===== config.mk =====
export PLATFORM = sky130hd
export DESIGN_NAME = score_counter
export DESIGN_NICKNAME = d
export VERILOG_FILES = /design/src/rtl/score_counter.sv
export SDC_FILE = /design/constraint.sdc
export NUM_CORES = 1
export LEC_CHECK = 0
export ABC_CLOCK_PERIOD_IN_PS = 4300
export BUFFER_PORTS_ARGS = -buffer_cell sky130_fd_sc_hd__buf_4
export CAP_MARGIN = 15
export CORE_UTILIZATION = 45
export CTS_CLUSTER_DIAMETER = 80
export DETAILED_ROUTE_END_ITERATION = 8
export GPL_TIMING_DRIVEN = 0
export RECOVER_POWER = 50
export REMOVE_ABC_BUFFERS = 1
export SYNTH_ARGS = -nofsm -noshare
export SYNTH_HDL_FRONTEND = slang
export SYNTH_SLANG_ARGS = --single-unit
export TNS_END_PERCENT = 5

===== constraint.sdc =====
create_clock -name clk -period 4.3 [get_ports clk]
set_input_delay 1.29 -clock clk [delete_from_list [all_inputs] [get_ports clk]]
set_output_delay 1.29 -clock clk [all_outputs]
set_load 0.02 [all_outputs]

===== src/rtl/score_counter.sv =====
`default_nettype none
// ============================================================================
// Module      : score_counter
// Description : Frame-based score counter with lockout and saturation.
//               Hits and bonus hits are latched as pending flags and evaluated
//               once per frame. A scoring frame starts a lockout window of
//               LOCKOUT_FRAMES frames. Reaching MAX_SCORE parks the block in
//               FULL until a new game is requested (clearScore) or reset.
// Revision    : 1.0 - initial release
// ============================================================================
module score_counter #(
  parameter int unsigned MAX_SCORE      = 9,   // saturation value, 1..15
  parameter int unsigned LOCKOUT_FRAMES = 4    // frames ignored after a score, 0..15
) (
  input  logic       clk,
  input  logic       reset,
  input  logic       startOfFrame,
  input  logic       hitEvent,
  input  logic       bonusHit,
  input  logic       clearScore,
  output logic [3:0] score,
  output logic       scoreChanged,
  output logic       maxReached
);

  localparam logic [4:0] MAX_SCORE_5 = 5'(MAX_SCORE);
  localparam logic [3:0] MAX_SCORE_4 = 4'(MAX_SCORE);
  localparam logic [3:0] LOCKOUT_4   = 4'(LOCKOUT_FRAMES);

  typedef enum logic [1:0] {
    READY  = 2'd0,
    LOCKED = 2'd1,
    FULL   = 2'd2
  } state_t;

  state_t     state, state_next;
  logic [3:0] lock_count, lock_count_next;
  logic       hit_pending, hit_pending_next;
  logic       bonus_pending, bonus_pending_next;
  logic [3:0] score_next;
  logic       score_changed_next;

  logic       eff_hit;
  logic       eff_bonus;
  logic [4:0] sum;
  logic [3:0] sum_sat;

  // Events seen any time during the frame count at the boundary, as do events
  // arriving on the boundary cycle itself.
  assign eff_hit   = hit_pending   | hitEvent;
  assign eff_bonus = bonus_pending | bonusHit;

  // Saturating add in 5 bits so that e.g. 14 + 2 cannot wrap to 0.
  always_comb begin
    sum     = {1'b0, score} + (eff_bonus ? 5'd2 : 5'd1);
    sum_sat = (sum > MAX_SCORE_5) ? MAX_SCORE_4 : sum[3:0];
  end

  // Next-state logic: clearScore first, then frame evaluation, else latch events.
  always_comb begin
    state_next         = state;
    lock_count_next    = lock_count;
    hit_pending_next   = hit_pending   | hitEvent;
    bonus_pending_next = bonus_pending | bonusHit;
    score_next         = score;
    score_changed_next = 1'b0;

    if (clearScore) begin
      state_next         = READY;
      lock_count_next    = 4'd0;
      hit_pending_next   = 1'b0;
      bonus_pending_next = 1'b0;
      score_next         = 4'd0;
      score_changed_next = (score != 4'd0);
    end else if (startOfFrame) begin
      // Pending flags are always consumed at a frame boundary, used or not.
      hit_pending_next   = 1'b0;
      bonus_pending_next = 1'b0;
      case (state)
        READY: begin
          if (eff_hit || eff_bonus) begin
            score_next         = sum_sat;
            score_changed_next = (sum_sat != score);
            if (sum_sat == MAX_SCORE_4) begin
              state_next = FULL;
            end else if (LOCKOUT_FRAMES == 0) begin
              state_next = READY;
            end else begin
              state_next      = LOCKED;
              lock_count_next = LOCKOUT_4;
            end
          end
        end
        LOCKED: begin
          // Events of the frame that ends the lockout are still discarded.
          if (lock_count <= 4'd1) begin
            lock_count_next = 4'd0;
            state_next      = READY;
          end else begin
            lock_count_next = lock_count - 4'd1;
          end
        end
        FULL: begin
          state_next = FULL;
        end
        default: begin
          state_next      = READY;
          lock_count_next = 4'd0;
        end
      endcase
    end
  end

  // State and output registers; reset overrides everything.
  always_ff @(posedge clk) begin
    if (reset) begin
      state         <= READY;
      lock_count    <= 4'd0;
      hit_pending   <= 1'b0;
      bonus_pending <= 1'b0;
      score         <= 4'd0;
      scoreChanged  <= 1'b0;
      maxReached    <= 1'b0;
    end else begin
      state         <= state_next;
      lock_count    <= lock_count_next;
      hit_pending   <= hit_pending_next;
      bonus_pending <= bonus_pending_next;
      score         <= score_next;
      scoreChanged  <= score_changed_next;
      maxReached    <= (score_next == MAX_SCORE_4);
    end
  end

endmodule
`default_nettype wire


# [Word level (Yosys, flattened, before mapping)]
# Index checks and enable logic that the tools add are counted.
[totals] wordCells=47 reg_bits=14
[op_classes] mux=18 bitwise=3 addsub=2 n_eq_ne=8 n_lt_le_gt_ge=2 reduce_logical=7
[op_table] operator="$mux W4" n=8
[op_table] operator="$pmux W4 S3" n=1
[op_table] operator="$eq A4 B4 Y1 const B" n=2
[op_table] operator="$mux W2" n=4
[op_table] operator="$ne A2 B2 Y1 const B" n=3
[op_table] operator="$pmux W2 S3" n=1
[op_table] operator="$add A4 B2 Y5" n=1
[op_table] operator="$gt A5 B4 Y1 const B" n=1
[op_table] operator="$le A4 B1 Y1 const B" n=1
[op_table] operator="$mux W1" n=4
[op_table] operator="$ne A4 B4 Y1" n=1
[op_table] operator="$reduce_and A4 Y1" n=1
[op_table] operator="$reduce_bool A4 Y1" n=1
[op_table] operator="$sub A4 B1 Y4 const B" n=1
[op_table] operator="$reduce_and A3 Y1" n=1
[op_table] operator="$reduce_or A3 Y1" n=1
[op_table] operator="$eq A2 B1 Y1 const B" n=1
[op_table] operator="$eq A2 B2 Y1 const B" n=1
[op_table] operator="$logic_not A2 Y1" n=1
[op_table] operator="$or A1 B1 Y1" n=2
[op_table] operator="$reduce_or A2 Y1" n=1
[op_table] operator="$logic_or A1 B1 Y1" n=1
[op_table] operator="$not A1 Y1" n=1

# [Depth between registers and ports, before layout]
[depth] ltp_word=10 mapped_depth=10

# [Worst setup path after synthesis]
# Ideal clock, no wire load.
[synth_timing] path_kind="input to register" start="input bonusHit" end="register state[1]" t_required_ps=4214 arrival_time_ps=3201 setup_time_ps=86 cell_stages=9 path_slack_ps=1013 path_buffers=1 path_cell_list="nor2_1 inv_1 fa_1 clkbuf_1 nor3b_1 nor3_1 nand3_1 a31o_2 a211oi_1"
[synth_via] elab_chain_cells=9
[synth_rtl] item="start: declaration" line="19" source="input logic bonusHit,"
[synth_rtl] item="$or A1 B1 Y1 *" line="51" source="assign eff_bonus = bonus_pending | bonusHit;"
[synth_rtl] item="$mux W2" line="55" source="sum = {1'b0, score} + (eff_bonus ? 5'd2 : 5'd1);"
[synth_rtl] item="$add A4 B2 Y5" line="55"
[synth_rtl] item="$gt A5 B4 Y1" line="56" source="sum_sat = (sum > MAX_SCORE_5) ? MAX_SCORE_4 : sum[3:0];"
[synth_rtl] item="$mux W4" line="56"
[synth_rtl] item="$eq A4 B4 Y1" line="84" source="if (sum_sat == MAX_SCORE_4) begin"
[synth_rtl] item="$mux W2" line="84"
[synth_rtl] item="$mux W2" line="81" source="if (eff_hit || eff_bonus) begin"
[synth_rtl] item="$pmux W2 S3" line="79" source="case (state)"
[synth_rtl] item="end signal: assignment" line="125" source="state <= state_next;"
[synth_rtl] item="end: declaration" line="36" source="state_t state, state_next;"
# Every way passes the cells marked *; elsewhere a longest branch is shown, timed or not. The select of a mux whose other input is x is not followed.
# A chain may end at the register's enable or synchronous reset.

# [Final worst setup path]
[layout_timing] start="input bonusHit" end="register maxReached"
[layout_via] elab_chain_cells=10
[layout_rtl] item="$or A1 B1 Y1 *" line="51"
[layout_rtl] item="$mux W2" line="55"
[layout_rtl] item="$add A4 B2 Y5" line="55"
[layout_rtl] item="$gt A5 B4 Y1" line="56"
[layout_rtl] item="$mux W4" line="56"
[layout_rtl] item="$mux W4 *" line="81"
[layout_rtl] item="$mux W4 *" line="79"
[layout_rtl] item="$mux W4 *" line="75" source="end else if (startOfFrame) begin"
[layout_rtl] item="$mux W4 *" line="68" source="if (clearScore) begin"
[layout_rtl] item="$eq A4 B4 Y1 *" line="131" source="maxReached <= (score_next == MAX_SCORE_4);"
[layout_rtl] item="end signal: assignment" line="131"
[layout_rtl] item="end: declaration" line="23" source="output logic maxReached"
# Every way passes the cells marked *; elsewhere a longest branch is shown, timed or not.

==> run summary <==
status: complete, no violations
Post-Syn Area per Cell: 8.28 um2
Final Setup Violations: 0
H-tree Lvls: 1
Crit. path cell count: 9
combinational family with the most area after synthesis: simple AND/OR/NAND/NOR gates
# clock sinks: 14
power density cells: 271 nW/um2
warnings from Yosys: 0
critical path endpoint category: flop
Reg clk slew, reported paths: 0.09 ns
post-CTS sizing: 0
share of post-route cells with drive strength above 1: 8.13%
critical path required time: 4.53 ns
r2r setup slk: 1.60 ns
combinational power share: 16.2%
Starting Density: 48.5%
count leader, synth: dfxtp_1
crit path capture: maxReached
first-pass GRT wire length: 3400 um
critical path's top delay family: simple AND/OR/NAND/NOR gates
Die Ht: 48.2 um
worst slew pin tran: 0.743 ns
Unique masters post-synth: 48
CP max FO: 7
part of the Yosys area used for sequential elements: 29.2%
Max Root-Sink Buffers: 2
Final period util: 81.0%
clk_lat worst skew: 0.29 ns
Max VDD drop: 0.177 mV
CTS tree: yes
gpl congestion: 0.818
die width: 48.2 um
top post-synthesis cells by count: dfxtp_1, nor2_1, inv_1
CP Launch Type: primary input
router iterations before antenna repair: 4
Final Util: 52.1%
Synth Instances: 116
slowest CP cell: fa_1
Power Internal: 0.204 mW
routed wire length: 2150 um
Fin. Hold Viols: 0
cell area after synthesis: 961 um2
Simple-Gate Fraction of Synth Area: 30.2%
total number of vias: 866
worst setup path start: bonusHit
Post-CTS Setup Repair Bufs: 0
post-DP HPWL: 1610 um
die footprint: 2320 um2
Buf/Inv on CP: 2
maxcap violations: 0
Clock power frac: 35.1%
achievable frequency: 287 MHz
reg2reg path depth: 8
Placed Instances: 146
Setup TNS: 0 ns
P_leak: 0.399 nW
worst hold path class: reg -> reg
area grow syn2layout: 7.42%
antenna cell count: 0
largest net degree at the start of global routing: 16
max incr delay on CP: 0.70 ns
ANT nets after route: 0
DR vias/cell: 5.77
RSZ-0062 raised after global routing: no
Setup CP Type: in -> reg
top cell type's share of synthesized area: 29.2%
ys flop type: dfxtp_1
GRT Util Overall: 21.6%
Sw Pwr: 0.0765 mW
Core Area: 1980 um2
GRT Residual Overflow: 0
Post-Synth XOR/XNOR Area: 1.82%
nets: 134
Synth async-reset ratio: 0%
Period minus WS final: 3.48 ns
initial antenna violation count: 0
Post-CTS Hold Fix Bufs: 0
Critical R2R Launch: bonus_pending
Sw Ratio: 27.3%
# IOs: 12
Wirelength per Cell: 14.3 um
Worst R2R End: maxReached
flop and latch count out of synthesis: 14
vias in the first global route: 741
worst-path cell chain: clkbuf_1, nor2_1, inv_1, fa_1, nor3b_1, nor3_1, a311oi_1, nor4_1, and4b_1
Synth area leader: dfxtp_1
register share of total power: 48.7%
Cell Count, Final, Fillers Out: 150
Clk Tree Root Cell: clkbuf_4
row cnt: 16
Slew Limit Fails: 0
DR iter-0 viols: 23
input/output buffers: 11
worst clock skew: 0.00775 ns
total clock buffers created by CTS: 3
synthesized-area fraction occupied by adder cells: 5.99%
Synth Area in Compound Gates: 18.1%
mux cell area share after synthesis: 6.25%
Residual DRC: 0
Data arrival, critical path: 3.72 ns
Post-synth EDFFs: 0
Area contributors post-synth: dfxtp_1, mux2i_1, nor2_1, ha_1, nor3_1
max_slew headroom: 49.8%
## state kept, by name, summed over array words and instances, names as in the netlist
signal / cells
lock_count: 4
score: 4
state: 2
bonus_pending: 1
hit_pending: 1
maxReached: 1
scoreChanged: 1
## worst reg2reg max path, stage by stage, from the launching register on
cell and delay, ns:
dfxtp_1 0.33, nor2_1 0.26, inv_1 0.16, fa_1 0.70, nor3b_1 0.09, nor3_1 0.35, a311oi_1 0.15, nor4_1 0.39
and4b_1 0.23
## per-layer routing
metal	vias up	global-route usage, %	routed length [um]
li1	439	-	-
met1	409	29.4	1010
met2	16	34.1	1050
met3	2	3.33	70
met4	0	8.33	17
met5	-	0	0
## worst min path at each step
stage / from / slack [ns] / end / cells after the start
2_1_floorplan: lock_count[1] / 0.45 / lock_count[1] / 2
6_report: hit_pending / 0.48 / hit_pending / 2
4_1_cts: hit_pending / 0.49 / hit_pending / 2
3_5_place_dp: hit_pending / 0.47 / hit_pending / 2
5_1_grt: lock_count[1] / 0.53 / lock_count[1] / 2
3_3_place_gp: lock_count[1] / 0.47 / lock_count[1] / 2
## area by class of cell
type,count,area (um2)
fillers,204,950
multi-input cells,86,599
flip-flops and latches,14,280
repair buffers,11,52.6
clock buffers,4,36.3
well taps,27,33.8
inverters,8,30.0
## kinds of logic (layout without fill, tap and decap cells)
group                      after synthesis  in the layout
buffers and inverters                   16             23
xor gates and xnor gates                 2              2
and+or+nand+nor                         50             50
DFF                                     14             14
adders and majority gates                4              4
AOI/OAI and AO/OA                       24             24
muxes                                    6              6
## layout by cell type, fill, tap and decap left out, drive strengths merged, types with 3 or more instances in the layout
cell    count
dfxtp      14
nor2       13
clkbuf     12
inv         8
nor3        6
mux2i       6
nand2       5
o21ai       4
nand3       3
a31oi       3
or3         3
a311oi      3
ha          3
buf         3
## per-stage QoR
stage               cell area [um2]  hold slack, ns  setup slack [ns]  total power [mW]
floorplan                       910           0.451              1.04             0.171
global route                   1030           0.530             0.515             0.293
CTS                            1060           0.488             0.827             0.284
detailed placement             1030           0.471             0.528             0.187
finish                         1030           0.483             0.816             0.280
global placement               1030           0.471             0.543             0.186
## power groups by stage
stage	Clock, mW	Sequential [mW]	Combinational, mW
global placement	0	0.140	0.0464
floorplan	0	0.140	0.0303
detailed placement	0	0.140	0.0472
CTS	0.100	0.137	0.0474
global route	0.105	0.137	0.0509
finish	0.0983	0.137	0.0454
No activity file was read; power rests on OpenSTA's default activity.
